### src/rtl/branch_resolver_if.sv
// Fetch/predictor/execute-facing bundle of branch_resolver.
// master = fetch/predictor/execute side, slave = the resolver itself.
interface branch_resolver_if #(
  parameter int PTR_W = 2
);
  logic             br_fetch;
  logic             br_ready;
  logic             request;
  logic             prediction;
  logic             pred_valid;
  logic             pred_taken;
  logic             res_valid;
  logic             res_taken;
  logic             result;
  logic             taken;
  logic             mispredict;
  logic             res_err;
  logic [PTR_W:0]   occupancy;

  // Handshake: a branch is accepted in any cycle where br_fetch & br_ready;
  // that cycle is the request to the predictor, whose answer arrives on
  // prediction exactly one cycle later. res_valid has no ready: execute only
  // resolves branches it has seen, and stray strobes are flagged on res_err.
  modport master (
    output br_fetch, prediction, res_valid, res_taken,
    input  br_ready, request, pred_valid, pred_taken, result, taken,
           mispredict, res_err, occupancy
  );

  modport slave (
    input  br_fetch, prediction, res_valid, res_taken,
    output br_ready, request, pred_valid, pred_taken, result, taken,
           mispredict, res_err, occupancy
  );
endinterface

### src/rtl/branch_resolver.sv
// In-order queue of outstanding branch predictions: issue, capture, resolve,
// train and flush. Optional counters via BRANCH_RESOLVER_STATS_EN.
module branch_resolver #(
  parameter int DEPTH = 4,
  parameter int PTR_W = 2
) (
  input  logic               clk,
  input  logic               rst_n,
  branch_resolver_if.slave   bus
`ifdef BRANCH_RESOLVER_STATS_EN
  ,
  output logic [15:0]        stat_resolved,
  output logic [15:0]        stat_mispred
`endif
);

  localparam logic [PTR_W+1:0] DEPTH_W = (PTR_W+2)'(DEPTH);

  logic             r_mem [DEPTH];
  logic [PTR_W-1:0] r_head;
  logic [PTR_W-1:0] r_tail;
  logic [PTR_W:0]   r_occ;
  logic             r_cap_pending;
  logic             r_pred_valid;
  logic             r_pred_taken;
  logic             r_result;
  logic             r_taken;
  logic             r_mispredict;
  logic             r_res_err;

  logic [PTR_W+1:0] w_inflight;
  logic             w_ready;
  logic             w_request;
  logic             w_pop;
  logic             w_mis;
  logic             w_push;
  logic [PTR_W:0]   w_occ_nxt;

  // A pending capture already owns a slot, so it counts against DEPTH here.
  assign w_inflight = {1'b0, r_occ} + {{(PTR_W+1){1'b0}}, r_cap_pending};
  assign w_ready    = !r_mispredict && (w_inflight < DEPTH_W);
  assign w_request  = bus.br_fetch && w_ready;
  assign w_pop      = bus.res_valid && (r_occ != '0);
  assign w_mis      = w_pop && (r_mem[r_head] != bus.res_taken);
  assign w_push     = r_cap_pending && !w_mis;

  always_comb begin
    w_occ_nxt = r_occ;
    if (w_mis)
      w_occ_nxt = '0;
    else if (w_push && !w_pop)
      w_occ_nxt = r_occ + (PTR_W+1)'(1);
    else if (!w_push && w_pop)
      w_occ_nxt = r_occ - (PTR_W+1)'(1);
  end

  always_ff @(posedge clk or negedge rst_n) begin
    if (!rst_n) begin
      for (int i = 0; i < DEPTH; i++) r_mem[i] <= 1'b0;
      r_head        <= '0;
      r_tail        <= '0;
      r_occ         <= '0;
      r_cap_pending <= 1'b0;
      r_pred_valid  <= 1'b0;
      r_pred_taken  <= 1'b0;
      r_result      <= 1'b0;
      r_taken       <= 1'b0;
      r_mispredict  <= 1'b0;
      r_res_err     <= 1'b0;
    end else begin
      r_occ         <= w_occ_nxt;
      r_cap_pending <= w_request && !w_mis;
      r_pred_valid  <= w_push;
      r_pred_taken  <= w_push && bus.prediction;
      r_result      <= w_pop;
      r_taken       <= w_pop && bus.res_taken;
      r_mispredict  <= w_mis;
      r_res_err     <= bus.res_valid && (r_occ == '0);
      if (w_push) begin
        r_mem[r_tail] <= bus.prediction;
        r_tail        <= r_tail + PTR_W'(1);
      end
      // Flush drops every younger entry by collapsing head onto tail.
      if (w_mis)
        r_head <= r_tail;
      else if (w_pop)
        r_head <= r_head + PTR_W'(1);
    end
  end

  assign bus.br_ready   = w_ready;
  assign bus.request    = w_request;
  assign bus.pred_valid = r_pred_valid;
  assign bus.pred_taken = r_pred_taken;
  assign bus.result     = r_result;
  assign bus.taken      = r_taken;
  assign bus.mispredict = r_mispredict;
  assign bus.res_err    = r_res_err;
  assign bus.occupancy  = r_occ;

`ifdef BRANCH_RESOLVER_STATS_EN
  logic [15:0] r_stat_resolved;
  logic [15:0] r_stat_mispred;

  always_ff @(posedge clk or negedge rst_n) begin
    if (!rst_n) begin
      r_stat_resolved <= '0;
      r_stat_mispred  <= '0;
    end else begin
      if (w_pop && (r_stat_resolved != 16'hFFFF))
        r_stat_resolved <= r_stat_resolved + 16'd1;
      if (w_mis && (r_stat_mispred != 16'hFFFF))
        r_stat_mispred <= r_stat_mispred + 16'd1;
    end
  end

  assign stat_resolved = r_stat_resolved;
  assign stat_mispred  = r_stat_mispred;
`endif

endmodule

### src/flat_wrapper.sv
// flat-port wrapper written by rule: the top's interface ports become plain ports
module branch_resolver_flat 
#(
  parameter int DEPTH = 4,
  parameter int PTR_W = 2
)
  (clk, rst_n, bus_br_fetch, bus_prediction, bus_res_valid, bus_res_taken, bus_br_ready, bus_request, bus_pred_valid, bus_pred_taken, bus_result, bus_taken, bus_mispredict, bus_res_err, bus_occupancy);
  branch_resolver_if #(.PTR_W(PTR_W)) bus_i ();
  input  logic clk;
  input  logic rst_n;
  input wire logic [$bits(bus_i.br_fetch)-1:0] bus_br_fetch;
  input wire logic [$bits(bus_i.prediction)-1:0] bus_prediction;
  input wire logic [$bits(bus_i.res_valid)-1:0] bus_res_valid;
  input wire logic [$bits(bus_i.res_taken)-1:0] bus_res_taken;
  output wire logic [$bits(bus_i.br_ready)-1:0] bus_br_ready;
  output wire logic [$bits(bus_i.request)-1:0] bus_request;
  output wire logic [$bits(bus_i.pred_valid)-1:0] bus_pred_valid;
  output wire logic [$bits(bus_i.pred_taken)-1:0] bus_pred_taken;
  output wire logic [$bits(bus_i.result)-1:0] bus_result;
  output wire logic [$bits(bus_i.taken)-1:0] bus_taken;
  output wire logic [$bits(bus_i.mispredict)-1:0] bus_mispredict;
  output wire logic [$bits(bus_i.res_err)-1:0] bus_res_err;
  output wire logic [$bits(bus_i.occupancy)-1:0] bus_occupancy;
  assign bus_i.br_fetch = bus_br_fetch;
  assign bus_i.prediction = bus_prediction;
  assign bus_i.res_valid = bus_res_valid;
  assign bus_i.res_taken = bus_res_taken;
  assign bus_br_ready = bus_i.br_ready;
  assign bus_request = bus_i.request;
  assign bus_pred_valid = bus_i.pred_valid;
  assign bus_pred_taken = bus_i.pred_taken;
  assign bus_result = bus_i.result;
  assign bus_taken = bus_i.taken;
  assign bus_mispredict = bus_i.mispredict;
  assign bus_res_err = bus_i.res_err;
  assign bus_occupancy = bus_i.occupancy;
  branch_resolver #(.DEPTH(DEPTH), .PTR_W(PTR_W)) u_core (.clk(clk), .rst_n(rst_n), .bus(bus_i));
endmodule
### config.mk
export PLATFORM = sky130hd
export DESIGN_NAME = branch_resolver_flat
export DESIGN_NICKNAME = d
export VERILOG_FILES = /design/src/rtl/branch_resolver_if.sv /design/src/rtl/branch_resolver.sv /design/src/flat_wrapper.sv
export SDC_FILE = /design/constraint.sdc
export NUM_CORES = 1
export LEC_CHECK = 0
export BUFFER_PORTS_ARGS = -buffer_cell sky130_fd_sc_hd__buf_2
export CORE_MARGIN = 1
export CORE_UTILIZATION = 48
export CTS_CLUSTER_DIAMETER = 60
export DETAILED_ROUTE_END_ITERATION = 16
export GPL_ROUTABILITY_DRIVEN = 0
export GPL_TIMING_DRIVEN = 0
export PLACE_DENSITY_LB_ADDON = 0.12
export SLEW_MARGIN = 20
export SYNTH_ARGS = -nofsm -noshare
export SYNTH_HDL_FRONTEND = slang
export SYNTH_SLANG_ARGS = --single-unit
### constraint.sdc
create_clock -name clk -period 1.8 [get_ports clk]
set_input_delay 0.36 -clock clk [delete_from_list [all_inputs] [get_ports clk]]
set_output_delay 0.36 -clock clk [all_outputs]
set_load 0.03 [all_outputs]
==> results of run 1 <==
## power by group
| part | switching, mW | total [mW] | internal (mW) | leakage [nW] |
|---|---|---|---|---|
| sequential | 0.178 | 0.773 | 0.595 | 0.218 |
| combinational | 0.887 | 1.65 | 0.758 | 0.346 |
| clock | 0.129 | 0.215 | 0.0863 | 0.0150 |
## stage by stage
step	hold slack [ps]	area (µm²)	TNS, ps	util [%]	total power, mW
after floorplan	64.4	963	-171	-	1.74
after global placement	307	1070	-98.9	60.9	1.97
after detailed placement	309	1070	-156	60.9	2.01
after CTS	344	1200	-53.2	68.2	2.43
after global routing	343	1270	-1020	72.1	2.82
final	365	1270	-239	72.1	2.63
## flip-flops by register name, summed over array words and instances (netlist names)
register	flops
u_core.r_head	2
u_core.bus.occupancy	3
u_core.bus.mispredict	1
u_core.bus.pred_taken	1
u_core.bus.result	1
u_core.r_tail	2
u_core.bus.taken	1
u_core.r_mem	4
u_core.bus.res_err	1
u_core.bus.pred_valid	1
u_core.r_cap_pending	1
## synthesized netlist by cell type
cell       n
nor2_1     7
o22ai_1    2
o311ai_0   1
buf_2      2
nand2_1    7
and2_1     4
and2_4     1
xor2_4     1
nand3_1    1
o31a_1     1
xnor2_1    4
a21oi_1    5
buf_6      1
a311o_1    1
fa_1       1
nor3_4     1
a311oi_1   2
nand2b_1   1
mux4_2     1
a21oi_2    1
nor4b_1    1
ha_1       4
mux2_2     4
inv_1      6
dfrtp_1   18
nor2b_1    1
a211oi_2   1
clkbuf_1   1
## final cells by class
cell class	instances	area [µm²]
sequential	18	455
inverter	6	22.5
multi-input combinational	54	523
tap	25	31.3
buffer	1	15.0
timing repair buffer	30	198
clock buffer	4	26.3
fill	146	493
## critical path, delay by kind of cell (launching register included)
| family | cells | cell delay, ps |
|---|---|---|
| xor gates and xnor gates | 1 | 250 |
| AOI/OAI and AO/OA | 1 | 190 |
| muxes | 2 | 920 |
| DFF | 1 | 420 |
## per-layer routing
| metal | GRT usage, % | vias to the layer above | part of all wire, % |
|---|---|---|---|
| li1 | - | 337 | - |
| met4 | 11.8 | 0 | 1.7 |
| met2 | 35.2 | 16 | 50 |
| met5 | 0 | - | 0 |
| met1 | 29.5 | 365 | 46 |
| met3 | 3.97 | 6 | 2.5 |
## worst max path at each step
stage                              end  slack (ps)  depth (start not counted)
2_1_floorplan              bus_request         -70                          3
3_3_place_gp   u_core.bus.occupancy[2]         -90                         10
3_5_place_dp   u_core.bus.occupancy[2]        -100                         10
4_1_cts                    bus_request         -30                          4
5_1_grt                u_core.r_mem[3]        -160                          4
6_report               u_core.r_mem[3]         -90                          4
## what timing repair did
action                                  CTS  global route
setup buffers                             8             5
endpoints found under the setup margin    7            14
resized for setup                        10             8
endpoints found under the hold margin    18             0
gates cloned                              0             1
hold buffers                              1             0
pin swaps                                 5            13
## logic make-up after synthesis
group	Yosys count	synth area share, %
simple gates	24	13.8
flops	18	48.4
compound gates	14	11.2
buf+inv	10	5.11
xor+xnor	5	6.72
mux	5	7.26
fa+ha+maj	5	7.53
## placed cells by master (no fill, tap or decap), types with 2 or more instances in the layout
master / synthesis / layout
buf_2: 2 / 15
dfrtp_1: 18 / 14
buf_4: 0 / 12
nand2_1: 7 / 7
inv_1: 6 / 6
nor2_1: 7 / 6
a21oi_2: 1 / 5
xnor2_1: 4 / 4
ha_1: 4 / 4
dfrtp_2: 0 / 4
and2_1: 4 / 3
mux2_4: 0 / 3
clkbuf_4: 0 / 3
and2_4: 1 / 2
buf_6: 1 / 2
==> reports/qor.csv, run 1 <==
metric;value;unit
status;complete, but fails checks;
violations;negative setup slack;
antenna_left;0;
std_cell_rows;15;
skew;2.31;ps
min_path_type;input port to flip-flop;
setup_ws;-89.3;ps
cp_max_fo;5;
leakagePower;0.578;nW
dieArea;0.00212;mm²
clock-sinks;18;
grt_pass1_wl;3160;µm
crit_path_cell_trace;mux4_2 -> xor2_2 -> a21oi_2 -> mux2_2;
antenna_found_initial;0;
grt_pass1_vias;688;
timing.rr.end;u_core.r_mem[3];
cp-start-kind;flip-flop;
whs_path_depth;2;
setup-violations-final;7;
pin_count;17;
fp.dieW;46.0;µm
cp.arrival;2080;ps
core_region_area;0.00176;mm²
peakVddDrop;0.00124;V
fin_cells;138;
synth_nets;92;
syn_area;931;µm²
crit_type;flip-flop to flip-flop;
wire_per_inst;15.6;µm
tightest_slew;386;ps
maxCapViolCount;0;
die_y;46.0;µm
rrSetupSlack;-90;ps
initial_core_util;52.8;%
hold_violations;0;
max_freq;0.529;GHz
grt_usage;22.5;%
yosys_warnings;0;
critPathLaunch;u_core.r_mem[0];
drt-total-wl;2160;µm
slew-limit-headroom;74.1;%
power.density;2070;mW/mm²
cts_buffers;3;
clockRootBuffer;clkbuf_4;
drcViolationCount;0;
min_to;u_core.bus.pred_taken;
crit_required;1990;ps
worstRegToRegCells;4;
h-tree-depth;1;
clockBufferDepth;2;
synth_top_area_share;48.4;%
dp_hpwl;1210;µm
grt_max_degree;19;
grt-ovfl-total;0;
via_count;724;
yosys.area.top_type;dfrtp_1;
diodes;0;
cp_slowest_cell;mux4_2;
synth_area_leaders;dfrtp_1 (48%), ha_1 (5.4%), mux2_2 (4.8%);
layout.nets;125;
insertion_delay;290;ps
syn_avg_cell_area;11.5;µm²
finalCriticalPeriod;1890;ps
clk_pin_slew;100;ps
port_buffers;16;
synth_cells;81;
worst_setup_path_end_kind;flip-flop;
slew_viol_final;0;
area_delta_synth_final;36.6;%
tritoncts;yes;
place_inst;122;
critPathMaxStageDelay;580;ps
seq_area_frac_synth;48.4;%
worstHoldStart;bus_prediction;
synth.ff_latch_count;18;
first_pass_iters;4;
post-route-period-util;105;%
dpl_worst_slack;-97.0;ps
avgViaCountPerCell;5.25;
synth_cell_type_count;28;
drt-initial-drc-count;7;
drive_gt1_share;52.2;%
rsz0062_at_grt;yes;
r2r_start;u_core.r_mem[0];
Note: power is estimated with default switching activity, not from simulation.
==> run 2: changes to the inputs <==
--- a/config.mk
+++ b/config.mk
@@ -6,8 +6,10 @@
 export NUM_CORES = 1
 export LEC_CHECK = 0
 export BUFFER_PORTS_ARGS = -buffer_cell sky130_fd_sc_hd__buf_2
+export CELL_PAD_IN_SITES_DETAIL_PLACEMENT = 2
+export CELL_PAD_IN_SITES_GLOBAL_PLACEMENT = 2
 export CORE_MARGIN = 1
-export CORE_UTILIZATION = 48
+export CORE_UTILIZATION = 31
 export CTS_CLUSTER_DIAMETER = 60
 export DETAILED_ROUTE_END_ITERATION = 16
 export GPL_ROUTABILITY_DRIVEN = 0
==> reports/qor.csv, run 2 (same netlist as run 1, synthesis figures left out) <==
metric;value;unit;change
status;complete, but fails checks;;
violations;design-rule violations, negative setup slack;;
p_total;2.79;mW;+5.8%
cp_max_fo;5;;unchanged
pin_count;17;;unchanged
setup_ws;-124;ps;-35.1 ps
max_freq;0.520;GHz;-1.8%
peakVddDrop;0.000741;V;-40%
std_cell_rows;19;;+4
layout.nets;122;;-2.4%
pwr-share-clk;8.2;%;about the same
crit_cells;8;;+4
post-route-period-util;107;%;+2.0 points
worst_setup_path_end_kind;flip-flop;;
final_common_cell;buf_2;;
dieArea;0.00323;mm²;+52%
area_delta_synth_final;39.8;%;
cp-start-kind;flip-flop;;
initial_core_util;33.2;%;-20 points
hold_slack;341;ps;-23.6 ps
r2r_start;u_core.bus.occupancy[0];;
largest_register_ffs;4;;unchanged
drive_gt1_share;50.9;%;-1.3 points
finalCriticalPeriod;1920;ps;+35.1 ps
drcViolationCount;2;;+2
setup-violations-final;10;;+3
grt_pass1_wl;3530;µm;+12%
multi_input_area;552;µm²;+5.5%
slew-limit-headroom;72.7;%;-1.4 points
p_int;1.51;mW;+4.9%
pwr-share-seq;27.7;%;-1.6 points
leakagePower;0.579;nW;about the same
switchingPower;1.28;mW;+6.9%
grt_usage;14.7;%;-7.8 points
port_buffers;16;;unchanged
tightest_slew;410;ps;+24.0 ps
top_register;u_core.r_mem;;
tritoncts;yes;;
avgViaCountPerCell;4.94;;-5.9%
critPathMaxStageDelay;430;ps;-150 ps
first_pass_iters;9;;+5
via_count;696;;-3.9%
antenna_left;0;;unchanged
insertion_delay;300;ps;about the same
slew_viol_final;0;;unchanged
cp_num_buf_inv;1;;+1
grt-ovfl-total;0;;unchanged
diodes;0;;unchanged
endpoint;u_core.bus.occupancy[2];;
maxCapViolCount;0;;unchanged
swShare;45.8;%;+0.45 points
clockRootBuffer;clkbuf_4;;
antenna_found_initial;0;;unchanged
place_area;0.00108;mm²;+0.70%
grt_max_degree;19;;unchanged
final_util;46.4;%;-26 points
rsz0062_at_grt;yes;;
cp_slowest_cell;dfrtp_2;;
min_path_type;input port to flip-flop;;
grt_pass1_vias;768;;+12%
crit_type;flip-flop to flip-flop;;
design_area;0.00130;mm²;+2.4%
clock-sinks;18;;unchanged
fp.dieW;56.8;µm;+23%
die_y;56.8;µm;+23%
worstRegToRegCells;8;;+4
drt-initial-drc-count;8;;+1
drt-total-wl;2530;µm;+17%
critPathTopFamily;compound AO/OA/AOI/OAI gates;;
cts_buffers;3;;unchanged
crit_path_cell_trace;o31a_1 -> buf_8 -> nor2_4 -> fa_2 -> nand2b_4 -> o22ai_2 -> xnor2_1 -> nor2_1;;
hold_violations;0;;unchanged
wire_per_inst;18.0;µm;+15%
core_region_area;0.00281;mm²;+59%
rrSetupSlack;-120;ps;-40 ps
h-tree-depth;1;;unchanged
clk_pin_slew;110;ps;about the same
seq_area;455;µm²;unchanged
power.density;2140;mW/mm²;+3.4%
clockBufferDepth;2;;unchanged
cp.arrival;2130;ps;+50 ps
critPathLaunch;u_core.bus.occupancy[0];;
p_comb_share;64.2;%;+1.7 points
nFillCells;297;;+100%
skew;2.89;ps;+0.578 ps
final_cell_mix;buf_2 (15), dfrtp_1 (14), nand2_1 (7), buf_4 (7);;
crit_required;2000;ps;about the same
timing.rr.end;u_core.bus.occupancy[2];;
dpl_worst_slack;-142;ps;-45.1 ps
dp_hpwl;1520;µm;+25%
==> run 2: worst min path at each step <==
stage                                  endpoint  cells after the start  slack [ps]           start
after floorplan           u_core.bus.mispredict                      0          60           rst_n
after global placement        u_core.bus.result                      1         320           rst_n
after detailed placement     u_core.bus.res_err                      1         330           rst_n
after CTS                 u_core.bus.pred_taken                      2         310  bus_prediction
after global routing      u_core.bus.pred_taken                      2         350  bus_prediction
final                     u_core.bus.pred_taken                      2         340  bus_prediction
==> run 2: what timing repair did <==
| item | CTS | global route |
|---|---|---|
| hold buffers | 1 | 0 |
| resized for setup | 9 | 13 |
| gates cloned | 0 | 1 |
| endpoints found under the hold margin | 18 | 0 |
| pin swaps | 3 | 16 |
| setup buffers | 5 | 5 |
| endpoints found under the setup margin | 10 | 15 |
==> run 2: power groups by stage <==
stage | combinational [mW] | clock, mW | sequential (mW)
2_1_floorplan | 0.867 | 0 | 0.870
3_3_place_gp | 1.25 | 0 | 0.757
3_5_place_dp | 1.29 | 0 | 0.772
4_1_cts | 1.43 | 0.242 | 0.764
5_1_grt | 1.91 | 0.250 | 0.795
6_report | 1.79 | 0.227 | 0.771
==> run 2: routing by layer <==
metal | track usage (%) | vias up | wire length (µm)
met2 | 24.8 | 10 | 1300
met1 | 18.3 | 354 | 1130
met3 | 2.07 | 4 | 57
met5 | 0 | - | 0
li1 | - | 328 | -
met4 | 7.32 | 0 | 40
==> run 2: per-stage QoR <==
stage                     setup TNS (ps)  std cells
final                               -665        141
after global routing               -1540        141
after CTS                           -639        137
after detailed placement            -437        128
after global placement              -291        128
after floorplan                     -171         81
==> run 2: area by class of cell <==
| cell class | count | area share (%) |
|---|---|---|
| repair buffers | 27 | 14.7 |
| clock buffers | 4 | 2.02 |
| well taps | 31 | 2.98 |
| plain buffers | 1 | 1.15 |
| flip-flops and latches | 18 | 35.0 |
| multi-input cells | 54 | 42.4 |
| inverters | 6 | 1.73 |
==> run 3: changes to the inputs <==
--- a/config.mk
+++ b/config.mk
@@ -14,7 +14,7 @@
 export DETAILED_ROUTE_END_ITERATION = 16
 export GPL_ROUTABILITY_DRIVEN = 0
 export GPL_TIMING_DRIVEN = 0
-export PLACE_DENSITY_LB_ADDON = 0.12
+export PLACE_DENSITY_LB_ADDON = 0.1
 export SLEW_MARGIN = 20
 export SYNTH_ARGS = -nofsm -noshare
 export SYNTH_HDL_FRONTEND = slang
==> reports/qor.csv, run 3 (same netlist as run 1, synthesis figures left out) <==
metric;value;unit;change
area_delta_synth_final;40.9;%;
pin_count;17;;unchanged
setup_ws;-64.6;ps;+59.7 ps
crit_cells;4;;-4
port_buffers;16;;unchanged
fin_cells;145;;+2.8%
setup-violations-final;7;;-3
crit_type;flip-flop to output port;;
rrSetupSlack;-60;ps;+60 ps
post-route-period-util;104;%;-3.3 points
cp.arrival;1500;ps;-630 ps
clk_pin_slew;110;ps;about the same
initial_core_util;33.2;%;unchanged
critPathMaxStageDelay;450;ps;+20 ps
grt_pass1_wl;4080;µm;+16%
avgViaCountPerCell;4.81;;-2.6%
peakVddDrop;0.000729;V;-1.7%
fp.dieW;56.8;µm;unchanged
cts_buffers;3;;unchanged
min_path_type;input port to flip-flop;;
place_area;0.00108;mm²;unchanged
r2r_start;u_core.bus.occupancy[0];;
place_inst;128;;unchanged
final_cell_mix;buf_2 (15), dfrtp_1 (14), buf_4 (12);;
drive_gt1_share;54.4;%;+3.5 points
layout.nets;126;;+3.3%
timing.rr.end;u_core.bus.occupancy[2];;
cp_num_buf_inv;2;;+1
violations;design-rule violations, negative setup slack;;
drt-initial-drc-count;14;;+6
antenna_left;0;;unchanged
slew_viol_final;0;;unchanged
tritoncts;yes;;
hold_violations;0;;unchanged
grt_max_degree;19;;unchanged
clock-sinks;18;;unchanged
die_y;56.8;µm;unchanged
worst_setup_path_end_kind;output port;;
h-tree-depth;1;;unchanged
critPathTopFamily;flip-flops;;
rsz0062_at_grt;yes;;
whs_path_depth;2;;unchanged
diodes;0;;unchanged
first_pass_iters;9;;unchanged
cp_max_fo;3;;-2
worstRegToRegCells;9;;+1
dieArea;0.00323;mm²;unchanged
cp_slowest_cell;dfrtp_2;;
power.density;2070;mW/mm²;-3.2%
leakagePower;0.595;nW;+2.8%
finalCriticalPeriod;1860;ps;-59.7 ps
core_region_area;0.00281;mm²;unchanged
clockBufferDepth;2;;unchanged
grt-ovfl-total;0;;unchanged
drcViolationCount;2;;unchanged
slew-limit-headroom;71.0;%;-1.7 points
top_register;u_core.r_mem;;
crit_required;1440;ps;-560 ps
cp-start-kind;flip-flop;;
status;complete, but fails checks;;
insertion_delay;310;ps;about the same
largest_register_ffs;4;;unchanged
via_count;697;;+0.14%
maxCapViolCount;0;;unchanged
antenna_found_initial;0;;unchanged
skew;16.7;ps;+13.8 ps
dp_hpwl;1470;µm;-2.9%
critPathLaunch;u_core.bus.occupancy[0];;
crit_path_cell_trace;buf_6 -> a311oi_2 -> and2_4 -> buf_6;;
max_freq;0.536;GHz;+3.2%
drt-total-wl;2410;µm;-4.8%
tns;-272;ps;+392 ps
wire_per_inst;16.6;µm;-7.4%
final_common_cell;buf_2;;
endpoint;bus_request;;
tightest_slew;435;ps;+25.4 ps
design_area;0.00131;mm²;+0.77%
p_total;2.72;mW;-2.5%
grt_pass1_vias;800;;+4.2%
cpMostUsedCell;buf_6;;
std_cell_rows;19;;unchanged
grt_usage;16.9;%;+2.2 points
clockRootBuffer;clkbuf_4;;
==> run 3: cell types whose count changed in the layout (fill, tap and decap cells not counted), sizes merged <==
cell,delta
buf,+4
==> run 3: where the power goes <==
| group | internal [mW] | leakage, nW | switching (mW) |
|---|---|---|---|
| logic | 0.806 | 0.362 | 0.928 |
| clock network | 0.0864 | 0.0150 | 0.128 |
| registers | 0.595 | 0.218 | 0.175 |
| total | 1.49 | 0.595 | 1.23 |
==> run 3: worst reg2reg max path: cells and delay by family (launching register included) <==
family	cells	cell delay (ps)
fa+ha+maj	1	420
flops	1	410
buf+inv	4	380
simple gates	2	220
compound gates	1	160
xor+xnor	1	130
==> run 3: worst min-delay path by stage <==
stage / start / endpoint / slack [ps]
6_report: bus_prediction / u_core.r_mem[3] / 350
5_1_grt: bus_prediction / u_core.r_mem[2] / 330
3_3_place_gp: rst_n / u_core.bus.res_err / 320
3_5_place_dp: rst_n / u_core.bus.res_err / 330
4_1_cts: bus_res_valid / u_core.bus.res_err / 310
2_1_floorplan: rst_n / u_core.bus.mispredict / 60
==> run 3: per-stage QoR <==
| stage | setup slack (ps) | hold WS (ps) | utilization [%] |
|---|---|---|---|
| after global routing | -147 | 332 | 46.7 |
| after floorplan | -73.0 | 64.4 | - |
| final | -64.6 | 346 | 46.7 |
| after CTS | -88.3 | 309 | 44.1 |
| after global placement | -108 | 321 | 38.6 |
| after detailed placement | -142 | 326 | 38.6 |
==> run 3: what timing repair did <==
item / 4_1_cts / 5_1_grt
pin swaps: 6 / 12
gates cloned: 1 / 0
setup endpoints to repair: 10 / 15
hold endpoints to repair: 18 / 0
hold buffers: 1 / 0
resized for setup: 12 / 11
setup buffers: 10 / 4
==> run 3: area by class of cell <==
type / count / area (µm²)
Tap cell: 31 / 38.8
Multi-Input combinational cell: 54 / 544
Inverter: 6 / 22.5
Sequential cell: 18 / 455
Timing Repair Buffer: 31 / 209
Buffer: 1 / 15.0
Fill cell: 301 / 1490
Clock buffer: 4 / 26.3
==> run 3: per-layer routing <==
layer	global-route usage, %	wire, µm	part of all wire [%]	vias up
li1	-	-	-	338
met1	22.7	1120	47	345
met2	26.9	1180	49	10
met3	4.84	77	3.2	4
met4	4.18	30	1.2	0
met5	0	0	0	-
